`src/rtl/if_id_pipe_reg.sv`:
```
// rtl/if_id_pipe_reg.sv - IF/ID pipeline register with valid/ready handshake, optional skid, flush and bubble counter
module if_id_pipe_reg #(
  parameter int                 INSTR_W   = 32,
  parameter int                 PC_W      = 32,
  parameter logic [INSTR_W-1:0] NOP_INSTR = INSTR_W'(32'h0000_0013),
  parameter int                 SKID_EN   = 1,
  parameter int                 CNT_W     = 16
) (
  input  logic               clk_i,
  input  logic               rst_i,
  input  logic               flush_i,
  input  logic               if_valid_i,
  output logic               if_ready_o,
  input  logic [INSTR_W-1:0] if_instr_i,
  input  logic [PC_W-1:0]    if_pc_i,
  output logic               id_valid_o,
  input  logic               id_ready_i,
  output logic [INSTR_W-1:0] id_instr_o,
  output logic [PC_W-1:0]    id_pc_o,
  output logic [CNT_W-1:0]   bubble_cnt_o,
  input  logic               bubble_clr_i
);

  logic               main_valid_q, main_valid_d;
  logic [INSTR_W-1:0] main_instr_q, main_instr_d;
  logic [PC_W-1:0]    main_pc_q, main_pc_d;
  logic               skid_valid_q, skid_valid_d;
  logic [INSTR_W-1:0] skid_instr_q, skid_instr_d;
  logic [PC_W-1:0]    skid_pc_q, skid_pc_d;
  logic [CNT_W-1:0]   bubble_q, bubble_d;
  logic               drain;
  logic               accept;

  // With a skid the ready is a pure flop; without it ready must look at the consumer.
  generate
    if (SKID_EN != 0) begin : g_skid_ready
      assign if_ready_o = !skid_valid_q;
    end else begin : g_comb_ready
      assign if_ready_o = !main_valid_q || id_ready_i;
    end
  endgenerate

  assign drain  = main_valid_q && id_ready_i;
  assign accept = if_valid_i && if_ready_o;

  always_comb begin
    main_valid_d = main_valid_q;
    main_instr_d = main_instr_q;
    main_pc_d    = main_pc_q;
    skid_valid_d = skid_valid_q;
    skid_instr_d = skid_instr_q;
    skid_pc_d    = skid_pc_q;
    bubble_d     = bubble_q;

    if (flush_i) begin
      main_valid_d = 1'b0;
      main_instr_d = NOP_INSTR;
      skid_valid_d = 1'b0;
    end else if (!main_valid_q || drain) begin
      // Skid holds the older beat, so it always refills main before any new beat.
      if (skid_valid_q) begin
        main_valid_d = 1'b1;
        main_instr_d = skid_instr_q;
        main_pc_d    = skid_pc_q;
        skid_valid_d = 1'b0;
      end else if (accept) begin
        main_valid_d = 1'b1;
        main_instr_d = if_instr_i;
        main_pc_d    = if_pc_i;
      end else begin
        main_valid_d = 1'b0;
        main_instr_d = NOP_INSTR;
      end
    end else if (accept && (SKID_EN != 0)) begin
      skid_valid_d = 1'b1;
      skid_instr_d = if_instr_i;
      skid_pc_d    = if_pc_i;
    end

    if (bubble_clr_i) begin
      bubble_d = '0;
    end else if (!main_valid_q && (bubble_q != {CNT_W{1'b1}})) begin
      bubble_d = bubble_q + CNT_W'(1);
    end
  end

  always_ff @(posedge clk_i) begin
    if (rst_i) begin
      main_valid_q <= 1'b0;
      main_instr_q <= NOP_INSTR;
      main_pc_q    <= '0;
      skid_valid_q <= 1'b0;
      skid_instr_q <= '0;
      skid_pc_q    <= '0;
      bubble_q     <= '0;
    end else begin
      main_valid_q <= main_valid_d;
      main_instr_q <= main_instr_d;
      main_pc_q    <= main_pc_d;
      skid_valid_q <= skid_valid_d;
      skid_instr_q <= skid_instr_d;
      skid_pc_q    <= skid_pc_d;
      bubble_q     <= bubble_d;
    end
  end

  assign id_valid_o   = main_valid_q;
  assign id_instr_o   = main_instr_q;
  assign id_pc_o      = main_pc_q;
  assign bubble_cnt_o = bubble_q;

endmodule

```
`config.mk`:
```
export PLATFORM = sky130hd
export DESIGN_NAME = if_id_pipe_reg
export DESIGN_NICKNAME = d
export VERILOG_FILES = /design/src/rtl/if_id_pipe_reg.sv
export SDC_FILE = /design/constraint.sdc
export NUM_CORES = 1
export LEC_CHECK = 0
export BUFFER_PORTS_ARGS = -buffer_cell sky130_fd_sc_hd__buf_2
export CAP_MARGIN = 20
export CORE_ASPECT_RATIO = 2
export CORE_MARGIN = 1.5
export CORE_UTILIZATION = 38
export CTS_BUF_LIST = sky130_fd_sc_hd__clkbuf_4 sky130_fd_sc_hd__clkbuf_8
export DETAILED_ROUTE_END_ITERATION = 6
export GPL_ROUTABILITY_DRIVEN = 0
export HOLD_SLACK_MARGIN = 0.08
export PLACE_DENSITY_LB_ADDON = 0.25
export SLEW_MARGIN = 10
export SYNTH_ARGS = -nofsm -noshare
export SYNTH_HDL_FRONTEND = slang
export SYNTH_SLANG_ARGS = --single-unit
```
`constraint.sdc`:
```
create_clock -name clk_i -period 2.35 [get_ports clk_i]
set_input_delay 0.235 -clock clk_i [delete_from_list [all_inputs] [get_ports clk_i]]
set_output_delay 0.235 -clock clk_i [all_outputs]
set_load 0.1 [all_outputs]
```
== Word-level counts from Yosys, hierarchy flattened ==
Index checks and enable logic that the tools add are counted.
W data, S select, Z words.

* Flip-flop bits (word level): 146
* Input port bits: 70
* Word-level logic and storage cells: 29
* Output and inout bits: 82

* Bitwise logic cells: 2
* Equal/unequal tests: 1
* Add/subtract/negate cells: 1
* Reductions and logical operators: 12
* Multiplexer cells: 6

{| class="wikitable"
|+ Operators with widths
! kind !! count
|-
| $mux W32 || 4
|-
| $add A16 B1 Y16 const B || 1
|-
| $ne A16 B16 Y1 const B || 1
|-
| $reduce_and A3 Y1 || 2
|-
| $reduce_or A2 Y1 || 2
|-
| $logic_and A1 B1 Y1 || 3
|-
| $reduce_or A3 Y1 || 1
|-
| $logic_not A1 Y1 || 2
|-
| $mux W1 || 2
|-
| $not A1 Y1 || 2
|-
| $reduce_bool A2 Y1 || 1
|-
| $logic_or A1 B1 Y1 || 1
|}

== Depth between registers and ports, before layout ==
Gate-level depths: netlist (run 1).

* Depth in word-level cells: 4
* Gate-level depth with buffers: 7
* Depth with buffers taken out: 5

== Least setup slack after synthesis (run 1) ==
Ideal clock, no wire load.

* Path kind: register to register
* Start: reg bubble_q[1], in the netlist bubble_cnt_o[1]
* End: reg bubble_q[6], in the netlist bubble_cnt_o[6]
* Required time: 2.186 ns
* Setup slack: 0.028 ns
* Arrival time: 2.159 ns
* Cell stages (with the launch flop): 6
* Path buffers: 0
* Period minus slack after synthesis: 2.322 ns
* Setup time: 0.164 ns
* Cell sequence: dfxtp_1 ha_1 nand4b_1 or2_2 o211ai_1 o31ai_1

* Word-level cells in the longest chain between the ends: 2
* Elaborated cells between the ends (all ways): 3
* Classes of those cells: add/sub (1); eq/ne (1); reduce/logical (1)

{| class="wikitable"
|+ Ends and longest elaborated chain
! what !! line !! source
|-
| start, declared || 30 || <nowiki>logic [CNT_W-1:0] bubble_q, bubble_d;</nowiki>
|-
| start signal, assigned || 103 || <nowiki>bubble_q <= bubble_d;</nowiki>
|-
| parallel branches: the longest is 2 deep, another holds $add A16 B1 Y16 || n/a ||
|}

Parallel ways; which one is timed is not known.
A chain may end at the register's enable or synchronous reset.

== Final worst setup path (run 1) ==
* Start: reg skid_valid_q
* End: out if_ready_o

* Word-level cells in the longest chain between the ends: 1

{| class="wikitable"
|+ Ends and longest elaborated chain
! what !! line !! source
|-
| start, declared || 27 || <nowiki>logic skid_valid_q, skid_valid_d;</nowiki>
|-
| start signal, assigned || 100 || <nowiki>skid_valid_q <= skid_valid_d;</nowiki>
|-
| $logic_not A1 Y1 || 37 || <nowiki>assign if_ready_o = !skid_valid_q;</nowiki>
|-
| end, declared || 13 || <nowiki>output logic if_ready_o,</nowiki>
|}

No other way between the ends.

==> impl_metrics.csv, run 1 <==
group,metric,value,unit
run_status,status,"completed",
global_routing,grt_max_degree,90,
synth,post-synth-top-area-cell,"dfxtp_1",
pwr,p_clk_share,39.2,%
floorplan,dieArea,16700,um^2
finish,final_core_utilization,51.0,%
routing,drt_iter0_drc,194,
clock_network,tritoncts_clock_tree,"yes",
clock_network,ctsRootBufferMaster,"clkbuf_8",
synth,synth_enable_flop_cells,0,
synth,post_synthesis_net_count,787,
global_routing,number_of_antenna_violations_at_the_first_check_in_global_routing,0,
clock_network,clock_sinks,146,
synth,post_syn_area,6040,um^2
floorplan,initial_utilization,38.5,%
floorplan,core.rowCount,65,
finish,layout.nets,977,
synth,sequential_cell_area_fraction_in_the_yosys_report,48.4,%
worst_setup_path,data_arrival_at_the_endpoint_of_the_critical_path,1.66,ns
timing,timing.setup.tns,0,ns
timing,rsz0062_at_grt,"false",
synth,syn-mean-instance-area,8.44,um^2
timing,final_hold_viol_count,0,
synth,synth-warning-count,0,
worst_setup_path,crit_required,2.12,ns
placed_design,quantity_of_i_o_buffers_inserted_on_ports,151,
worst_setup_path,worst_setup_path_start_kind,"register",
job,timing.max_cap.violations,0,
timing,layout_min_cycle_time,1.89,ns
finish,final_layout_size_suffix_gt1_share,22.8,%
pwr,power_frac_comb,15.8,%
clock_network,clock_path_buffers,2,
worst_setup_path,crit_family,"buffers and inverters",
synth,synthMostInstantiatedCell,"dfxtp_1",
clock_network,post-cts-setup-buffer-count,0,
placed_design,detailed_place_hpwl,10.9,mm
synth,ys.flop_type,"dfxtp_1",
floorplan,core,15700,um^2
timing,finalSetupViolCount,0,
timing,worst_clock_skew,0.0140,ns
timing,relSlewSlack,33.1,%
pwr,total_leakage_power,3.23,nW
clock_network,cts_max_level,4,
global_routing,grt_remaining_overflow,0,
timing,maxSlewViolCount,0,
global_routing,grt_util_all_layers,20.8,%
routing,vias,5673,
floorplan,io_pins,152,
timing,hold-worst-slack,0.142,ns
pwr,power.share.switching,28.9,%
pwr,vdd.ir_drop.worst,0.000527,V
placed_design,placed_cells,1023,
finish,synthToLayoutAreaGrowth,32.5,%
finish,antennaDiodeCount,0,
timing,period_share,80.5,%
floorplan,die_height,181,um
synth,count_of_distinct_cell_types_in_the_synthesized_netlist,41,
pwr,net_switching,1.66,mW
pwr,power_density,716,nW/um^2
finish,number_of_standard_cells_in_the_final_layout_excluding_fillers,1119,
synth,cell_types_with_the_largest_area_share_after_synthesis,"dfxtp_1, nand2_1, a211oi_1, a21oi_1, mux2i_1",
synth,netlist_top_cells_count,"dfxtp_1, nand2_1, a21oi_1",
worst_setup_path,criticalPathCategory,"register to output pin",
routing,routed_wl,16.9,mm
timing,maxClockFrequency,0.529,GHz
worst_setup_path,cp_num_buf_inv,2,
clock_network,clk_pin_slew,0.08,ns
global_routing,first_global_vias,5426,
synth,netlist_instances,716,
floorplan,fp.dieW,92.2,um
synth,yosys_register_bits,146,
routing,ant_nets,0,
min_path,hold_class,"primary input to register",
finish,layout.filler_cells,1533,
global_routing,grt_pass1_wl,27.2,mm
synth,ys_async_sr_fraction,0,%
synth,post-synth-top-area-fraction,48.4,%
pwr,cell_internal_pwr,4.07,mW
pwr,sequentialPowerShare,45.0,%
worst_setup_path,critical_path.endpoint_type,"output pin",
timing,max_slew.worst_pin.slew,1.00,ns
clock_network,tritoncts.num_buffers,17,
clock_network,worstSkewPairLatency,0.44,ns
timing,timing.final.ws_setup,0.459,ns
placed_design,pre_cts_slack,0.515,ns
routing,drt-vias-per-instance,5.07,
routing,detailedRoute.firstPassIterationCount,4,
worst_setup_path,timing.critical_path.cells,"inv_1 -> buf_2",
worst_setup_path,crit_slowest_cell,"buf_2",
routing,route.detailed.wl_per_inst,15.1,um
routing,drt_drc_violations_left,0,
worst_setup_path,timing.critical_path.fanout_max,16,
worst_setup_path,worst_path_largest_cell_delay,0.51,ns
==> power groups by stage <==
stage	clock [mW]	sequential [mW]	combinational, mW
after floorplan	0	3.06	0.211
after global placement	0	2.63	0.818
after detailed placement	0	2.64	0.824
after CTS	2.32	2.58	0.909
after global routing	2.41	2.59	0.958
final	2.25	2.58	0.905
==> registers in the layout (all words and copies together) (netlist names) <==
signal        cells
skid_pc_q        32
id_valid_o        1
bubble_cnt_o     16
id_pc_o          32
skid_valid_q      1
id_instr_o       32
skid_instr_q     32
==> final timing paths <==
kind / slack, ns / end / cells after the start / startpoint
worst max-delay path: 0.46 / if_ready_o / 2 / skid_valid_q$_SDFFE_PP0P_
worst min-delay path: 0.14 / bubble_cnt_o[2]$_SDFFE_PP0P_ / 4 / bubble_clr_i
worst max register to register: 0.49 / skid_instr_q[21]$_SDFFE_PP0P_ / 6 / id_valid_o$_SDFFE_PP0P_
worst min register to register: 0.45 / skid_instr_q[27]$_SDFFE_PP0P_ / 2 / skid_instr_q[27]$_SDFFE_PP0P_
==> through the flow <==
stage / power, mW / area [um^2]
after detailed placement: 3.46 / 6900
after global routing: 5.95 / 8010
final: 5.73 / 8010
after floorplan: 3.27 / 6040
after global placement: 3.45 / 6900
after CTS: 5.81 / 8010
==> tightest hold or removal path, stage by stage <==
cell     delay (ns)
buf_2          0.08
nor2_1         0.09
o21ai_0        0.09
nor2_1         0.04
==> repair_timing <==
action,4_1_cts,5_1_grt
gates resized for setup,0,0
hold endpoints to repair,64,0
hold buffers,65,0
==> kinds of logic after synthesis <==
logic type	after synthesis	share of synthesized area, %
and+or+nand+nor	312	24.3
AOI/OAI and AO/OA	160	16.7
DFF	146	48.4
buffers and inverters	65	5.07
muxes	32	5.30
adders and majority gates	1	0.207
==> area by class of cell <==
type                            instances  area, um^2  share of cell area [%]
Sequential cell                       146        2930                    36.5
Multi-Input combinational cell        505        2820                    35.2
Timing Repair Buffer                  229        1530                    19.1
Tap cell                              201         251                    3.14
Clock buffer                           18         248                    3.09
Clock inverter                         13         209                    2.61
Inverter                                7        26.3                   0.328
==> layer usage <==
metal	vias to the layer above	global-route usage, %	part of all wire [%]
li1	2887	-	-
met1	2634	21.9	39
met2	126	38.6	54
met3	26	4.84	4.7
met4	0	8.49	2.5
met5	-	0	0
==> cell usage in the layout, fill, tap and decap left out, drive strengths merged, types with 5 or more instances in the layout <==
cell | netlist | layout
buf | 16 | 164
nor4 | 6 | 6
bufinv | 0 | 5
o21ai | 5 | 5
clkbuf | 42 | 18
nor2 | 73 | 73
a211oi | 63 | 63
dlygate4sd3 | 0 | 65
mux2i | 32 | 32
inv | 7 | 8
nand2 | 137 | 137
o31ai | 7 | 7
nor3 | 32 | 32
a21oi | 75 | 75
and3 | 33 | 33
or4 | 6 | 6
dfxtp | 146 | 146
nand3 | 8 | 8
(Power assumes the default switching activity.)
==> run 2, diff against run 1 <==
- clock period: 2.35 -> 1.8 ns (I/O delays scaled with it)
==> run 2 against run 1 <==
  * Clock power grew 30%
  * Combinational power is 30% higher
  * Clock skew is 0.0027 ns lower
  * Total power is 30% higher
  * Die area unchanged
==> impl_metrics.csv, run 2 (synthesized netlist as in run 1, its figures left out) <==
group,metric,value,unit
pwr,net_switching,2.13,mW
floorplan,core.rowCount,65,
pwr,cell_internal_pwr,5.32,mW
timing,max_slew.worst_pin.slew,0.773,ns
global_routing,grt_util_all_layers,20.7,%
floorplan,dieArea,16700,um^2
pwr,p_clk_share,39.2,%
worst_setup_path,timing.critical_path.fanout_max,13,
global_routing,first_global_vias,5701,
routing,route.detailed.wl_per_inst,15.0,um
run_status,status,"completed",
worst_setup_path,worst_path_largest_cell_delay,0.41,ns
clock_network,tritoncts_clock_tree,"yes",
finish,antennaDiodeCount,0,
timing,timing.setup.tns,0,ns
routing,detailedRoute.firstPassIterationCount,4,
global_routing,grt_pass1_wl,27.5,mm
floorplan,initial_utilization,38.5,%
timing,layout_min_cycle_time,1.71,ns
clock_network,ctsRootBufferMaster,"clkbuf_8",
routing,drt_iter0_drc,223,
clock_network,clock_sinks,146,
pwr,power.share.switching,28.5,%
routing,drt_drc_violations_left,0,
clock_network,tritoncts.num_buffers,17,
timing,period_share,95.0,%
placed_design,detailed_place_hpwl,11.1,mm
pwr,total_power,7.45,mW
global_routing,number_of_antenna_violations_at_the_first_check_in_global_routing,1,
routing,vias,5778,
timing,maxClockFrequency,0.585,GHz
worst_setup_path,timing.critical_path.cells,"inv_1 -> buf_4",
global_routing,grt_max_degree,74,
clock_network,cts_max_level,4,
finish,final_layout_size_suffix_gt1_share,25.0,%
pwr,power_density,918,nW/um^2
timing,final_hold_viol_count,0,
clock_network,worstSkewPairLatency,0.45,ns
timing,relSlewSlack,48.4,%
timing,finalSetupViolCount,0,
clock_network,clk_pin_slew,0.08,ns
floorplan,io_pins,152,
job,timing.max_cap.violations,0,
routing,drt-vias-per-instance,5.14,
worst_setup_path,critical_path.endpoint_type,"output pin",
pwr,vdd.ir_drop.worst,0.000643,V
finish,synthToLayoutAreaGrowth,34.3,%
floorplan,core,15700,um^2
global_routing,grt_remaining_overflow,0,
finish,layout.nets,983,
routing,ant_nets,0,
pwr,total_leakage_power,3.28,nW
timing,maxSlewViolCount,0,
worst_setup_path,crit_slowest_cell,"dfxtp_4",
timing,rsz0062_at_grt,"true",
worst_setup_path,criticalPathCategory,"register to output pin",
routing,routed_wl,16.8,mm
pwr,power_frac_comb,15.9,%
finish,final_core_utilization,51.7,%
finish,layout_commonest_cell,"buf_2",
clock_network,clock_path_buffers,2,
floorplan,die_height,181,um
worst_setup_path,data_arrival_at_the_endpoint_of_the_critical_path,1.53,ns
worst_setup_path,worst_setup_path_start_kind,"register",
worst_setup_path,crit_required,1.62,ns
pwr,sequentialPowerShare,45.0,%
finish,mostFrequentLayoutCells,"buf_2, nand2_1, dfxtp_1",
placed_design,quantity_of_i_o_buffers_inserted_on_ports,151,
floorplan,fp.dieW,92.2,um
timing,worst_clock_skew,0.0113,ns
min_path,hold_class,"primary input to register",
clock_network,post-cts-setup-buffer-count,0,
==> run 2: final cells by class <==
class | count | area (um^2)
Clock buffer | 19 | 262
Tap cell | 201 | 251
Clock inverter | 11 | 184
Timing Repair Buffer | 235 | 1600
Multi-Input combinational cell | 505 | 2820
Fill cell | 1515 | 7580
Sequential cell | 146 | 2980
Inverter | 7 | 26.3
==> run 2: worst max-delay path, delay by kind of cell, from the launching register on <==
family   cells  cell delay, ns
flops        1            0.41
buf+inv      2            0.68
==> run 2: repair_timing <==
item / CTS / global route
setup endpoints to repair: 1 / 1
resized for setup: 1 / 0
pin swaps: 0 / 0
hold buffers: 65 / 0
endpoints found under the hold margin: 96 / 0
==> run 2: through the flow <==
| step | instances | instance area, um^2 | setup WS, ns | hold slack, ns |
|---|---|---|---|---|
| after CTS | 1124 | 8120 | 0.0619 | 0.0914 |
| after global placement | 1029 | 7020 | 0.0869 | 0.430 |
| after detailed placement | 1029 | 7020 | 0.108 | 0.437 |
| after floorplan | 716 | 6090 | 0.00632 | 0.316 |
| after global routing | 1124 | 8120 | -0.00437 | 0.108 |
| final | 1124 | 8120 | 0.0904 | 0.114 |
==> run 2: power by group through the flow <==
stage | clock [mW] | sequential, mW | combinational (mW)
finish | 2.92 | 3.35 | 1.18
global route | 3.13 | 3.36 | 1.25
CTS | 3.01 | 3.35 | 1.19
detailed placement | 0 | 3.43 | 1.08
global placement | 0 | 3.42 | 1.07
floorplan | 0 | 3.98 | 0.275
==> run 2: metal layers <==
layer  wire length [um]  share of wire (%)  track usage [%]
met1               6450                 38             21.2
met2               9200                 55             38.8
met3                774                4.6             4.97
met4                413                2.5             8.92
met5                  0                  0                0
==> run 2: final timing paths <==
check / startpoint / endpoint / slack (ns) / cells after the start
worst max-delay path: skid_valid_q$_SDFFE_PP0P_ / if_ready_o / 0.09 / 2
worst min-delay path: rst_i / skid_instr_q[2]$_SDFFE_PP0P_ / 0.11 / 2
worst max register to register: bubble_cnt_o[10]$_SDFFE_PP0P_ / bubble_cnt_o[14]$_SDFFE_PP0P_ / 0.13 / 5
worst min register to register: skid_pc_q[6]$_SDFFE_PP0P_ / skid_pc_q[6]$_SDFFE_PP0P_ / 0.46 / 2
==> run 3, diff against run 2 <==
- PLACE_DENSITY_LB_ADDON: 0.25 -> default
==> run 3 against run 2 <==
  * Non-clock buffer count up 2
  * Clock-buffer cell count down 1
  * Clock skew about the same
  * Fmax up 0.89%
  * Critical path type is now register to register
  * Highest routed layer unchanged
==> impl_metrics.csv, run 3 (synthesized netlist as in run 1, its figures left out) <==
group,metric,value,unit
worst_setup_path,data_arrival_at_the_endpoint_of_the_critical_path,2.05,ns
worst_setup_path,setup.reg_to_reg.worst_slack,0.11,ns
finish,final_layout_size_suffix_gt1_share,25.2,%
pwr,vdd.ir_drop.worst,0.000705,V
timing,maxClockFrequency,0.590,GHz
floorplan,io_pins,152,
placed_design,placed_cells,1031,
global_routing,grt_max_degree,71,
timing,timing.setup.tns,0,ns
floorplan,dieArea,16700,um^2
timing,max_slew.worst_pin.slew,0.760,ns
run_status,status,"completed",
floorplan,fp.dieW,92.2,um
global_routing,grt_remaining_overflow,0,
finish,layout_commonest_cell,"buf_2",
timing,finalSetupViolCount,0,
worst_setup_path,r2r.worst_path.cells,5,
timing,layout_min_cycle_time,1.69,ns
finish,mostFrequentLayoutCells,"buf_2, nand2_1, dfxtp_1",
floorplan,core,15700,um^2
finish,layout.nets,985,
routing,route.detailed.wl_per_inst,15.2,um
clock_network,clk_pin_slew,0.09,ns
global_routing,first_global_vias,5581,
pwr,total_leakage_power,3.31,nW
timing,relSlewSlack,49.3,%
routing,topRoutingLayerUsed,"met4",
min_path,timing.hold.worst_endpoint,"bubble_cnt_o[3]$_SDFFE_PP0P_",
finish,layout.filler_cells,1526,
routing,wl_met2,9.20,mm
timing,final_hold_viol_count,0,
placed_design,quantity_of_i_o_buffers_inserted_on_ports,151,
pwr,power_density,916,nW/um^2
clock_network,clock_path_buffers,2,
worst_setup_path,crit_required,2.16,ns
timing,worst_clock_skew,0.0112,ns
timing,maxSlewViolCount,0,
timing,rsz0062_at_grt,"false",
global_routing,number_of_antenna_violations_at_the_first_check_in_global_routing,0,
job,timing.max_cap.violations,0,
min_path,hold_class,"primary input to register",
worst_setup_path,crit_family,"simple AND/OR/NAND/NOR gates",
global_routing,grt_pass1_wl,27.5,mm
finish,number_of_standard_cells_in_the_final_layout_excluding_fillers,1129,
global_routing,grt_util_all_layers,20.8,%
worst_setup_path,worst_path_largest_cell_delay,0.46,ns
clock_network,tritoncts_clock_tree,"yes",
worst_setup_path,timing.critical_path.fanout_max,6,
routing,vias,5735,
min_path,worstHoldStart,"rst_i",
clock_network,ctsRootBufferMaster,"clkbuf_8",
routing,wl_met1,6.62,mm
routing,route.met3.wl,749,um
worst_setup_path,critical_path.reg2reg.endpoint,"bubble_cnt_o[14]$_SDFFE_PP0P_",
routing,routed_wl,17.1,mm
routing,ant_nets,0,
routing,detailedRoute.firstPassIterationCount,4,
worst_setup_path,critical_path.endpoint_type,"register",
clock_network,post-cts-setup-buffer-count,0,
floorplan,initial_utilization,38.5,%
routing,drt-vias-per-instance,5.08,
routing,drt_iter0_drc,216,
routing,drt_drc_violations_left,0,
worst_setup_path,crit_slowest_cell,"nor4_4",
worst_setup_path,timing.critical_path.cells,"nand4_1 -> nor4_4 -> buf_4 -> nor2_1 -> a211oi_1",
worst_setup_path,cp_num_buf_inv,1,
worst_setup_path,criticalPathCategory,"register to register",
pwr,total_power,7.47,mW
min_path,hold_depth,4,
clock_network,clock_sinks,146,
clock_network,tritoncts.num_buffers,17,
worst_setup_path,crit-reg2reg-launch,"bubble_cnt_o[12]$_SDFFE_PP0P_",
floorplan,core.rowCount,65,
placed_design,detailed_place_hpwl,11.4,mm
floorplan,die_height,181,um
clock_network,cts_max_level,4,
timing,period_share,94.1,%
clock_network,worstSkewPairLatency,0.44,ns
finish,synthToLayoutAreaGrowth,35.0,%
worst_setup_path,worst_setup_path_start_kind,"register",
-- run 3: cell types whose count changed in the layout (fill, tap and decap cells not counted), moves of 2 or more --
cell      previous run  this run
clkbuf_8            19        17
clkinv_1             0         2
clkinv_4             0         4
clkinv_2             4         1
-- run 3: through the flow --
step                worst slack (ns)  hold slack [ns]  util [%]  cell area [um^2]
global route                  0.0313            0.131      51.9              8150
finish                         0.105            0.116      52.0              8160
global placement              0.0424            0.431      44.8              7030
CTS                           0.0745           0.0842      51.9              8150
floorplan                    0.00632            0.316         -              6090
detailed placement           -0.0416            0.437      44.8              7030
-- run 3: worst min-delay path, cell delays in order --
cell	delay, ns
buf_4	0.11
nor2_1	0.10
o21ai_0	0.09
nor2_1	0.04
-- run 3: cell type report --
type / count / area [um^2] / share of cell area [%]
Antenna cell: 1 / 2.50 / 0.0307
Clock buffer: 18 / 241 / 2.96
Clock inverter: 14 / 213 / 2.61
Inverter: 7 / 26.3 / 0.322
Multi-Input combinational cell: 505 / 2830 / 34.7
Sequential cell: 146 / 2980 / 36.5
Tap cell: 201 / 251 / 3.08
Timing Repair Buffer: 237 / 1620 / 19.8
-- run 3: worst max path at each step --
stage / startpoint / to / depth (start not counted)
floorplan: id_valid_o$_SDFFE_PP0P_ / skid_instr_q[21]$_SDFFE_PP0P_ / 7
finish: bubble_cnt_o[12]$_SDFFE_PP0P_ / bubble_cnt_o[14]$_SDFFE_PP0P_ / 5
detailed placement: bubble_cnt_o[0]$_SDFFE_PP0P_ / bubble_cnt_o[14]$_SDFFE_PP0P_ / 7
global route: bubble_cnt_o[12]$_SDFFE_PP0P_ / bubble_cnt_o[5]$_SDFFE_PP0P_ / 4
global placement: bubble_cnt_o[0]$_SDFFE_PP0P_ / bubble_cnt_o[14]$_SDFFE_PP0P_ / 7
CTS: skid_valid_q$_SDFFE_PP0P_ / if_ready_o / 3
-- run 3: power breakdown --
| group | total, mW | switching [mW] | internal (mW) |
|---|---|---|---|
| sequential | 3.35 | 0.0478 | 3.30 |
| combinational | 1.19 | 0.865 | 0.327 |
| clock | 2.93 | 1.27 | 1.66 |
| total | 7.47 | 2.18 | 5.29 |
-- run 3: routing by layer --
layer,GRT usage [%],vias to the layer above
met5,0,-
met4,9.85,0
met3,5.56,31
met2,39.0,145
met1,20.7,2659
li1,-,2900
-- run 3: timing repair --
| item | CTS | global route |
|---|---|---|
| endpoints found under the setup margin | 1 | 1 |
| hold endpoints to repair | 93 | 0 |
| resized for setup | 1 | 1 |
| hold buffers | 65 | 0 |
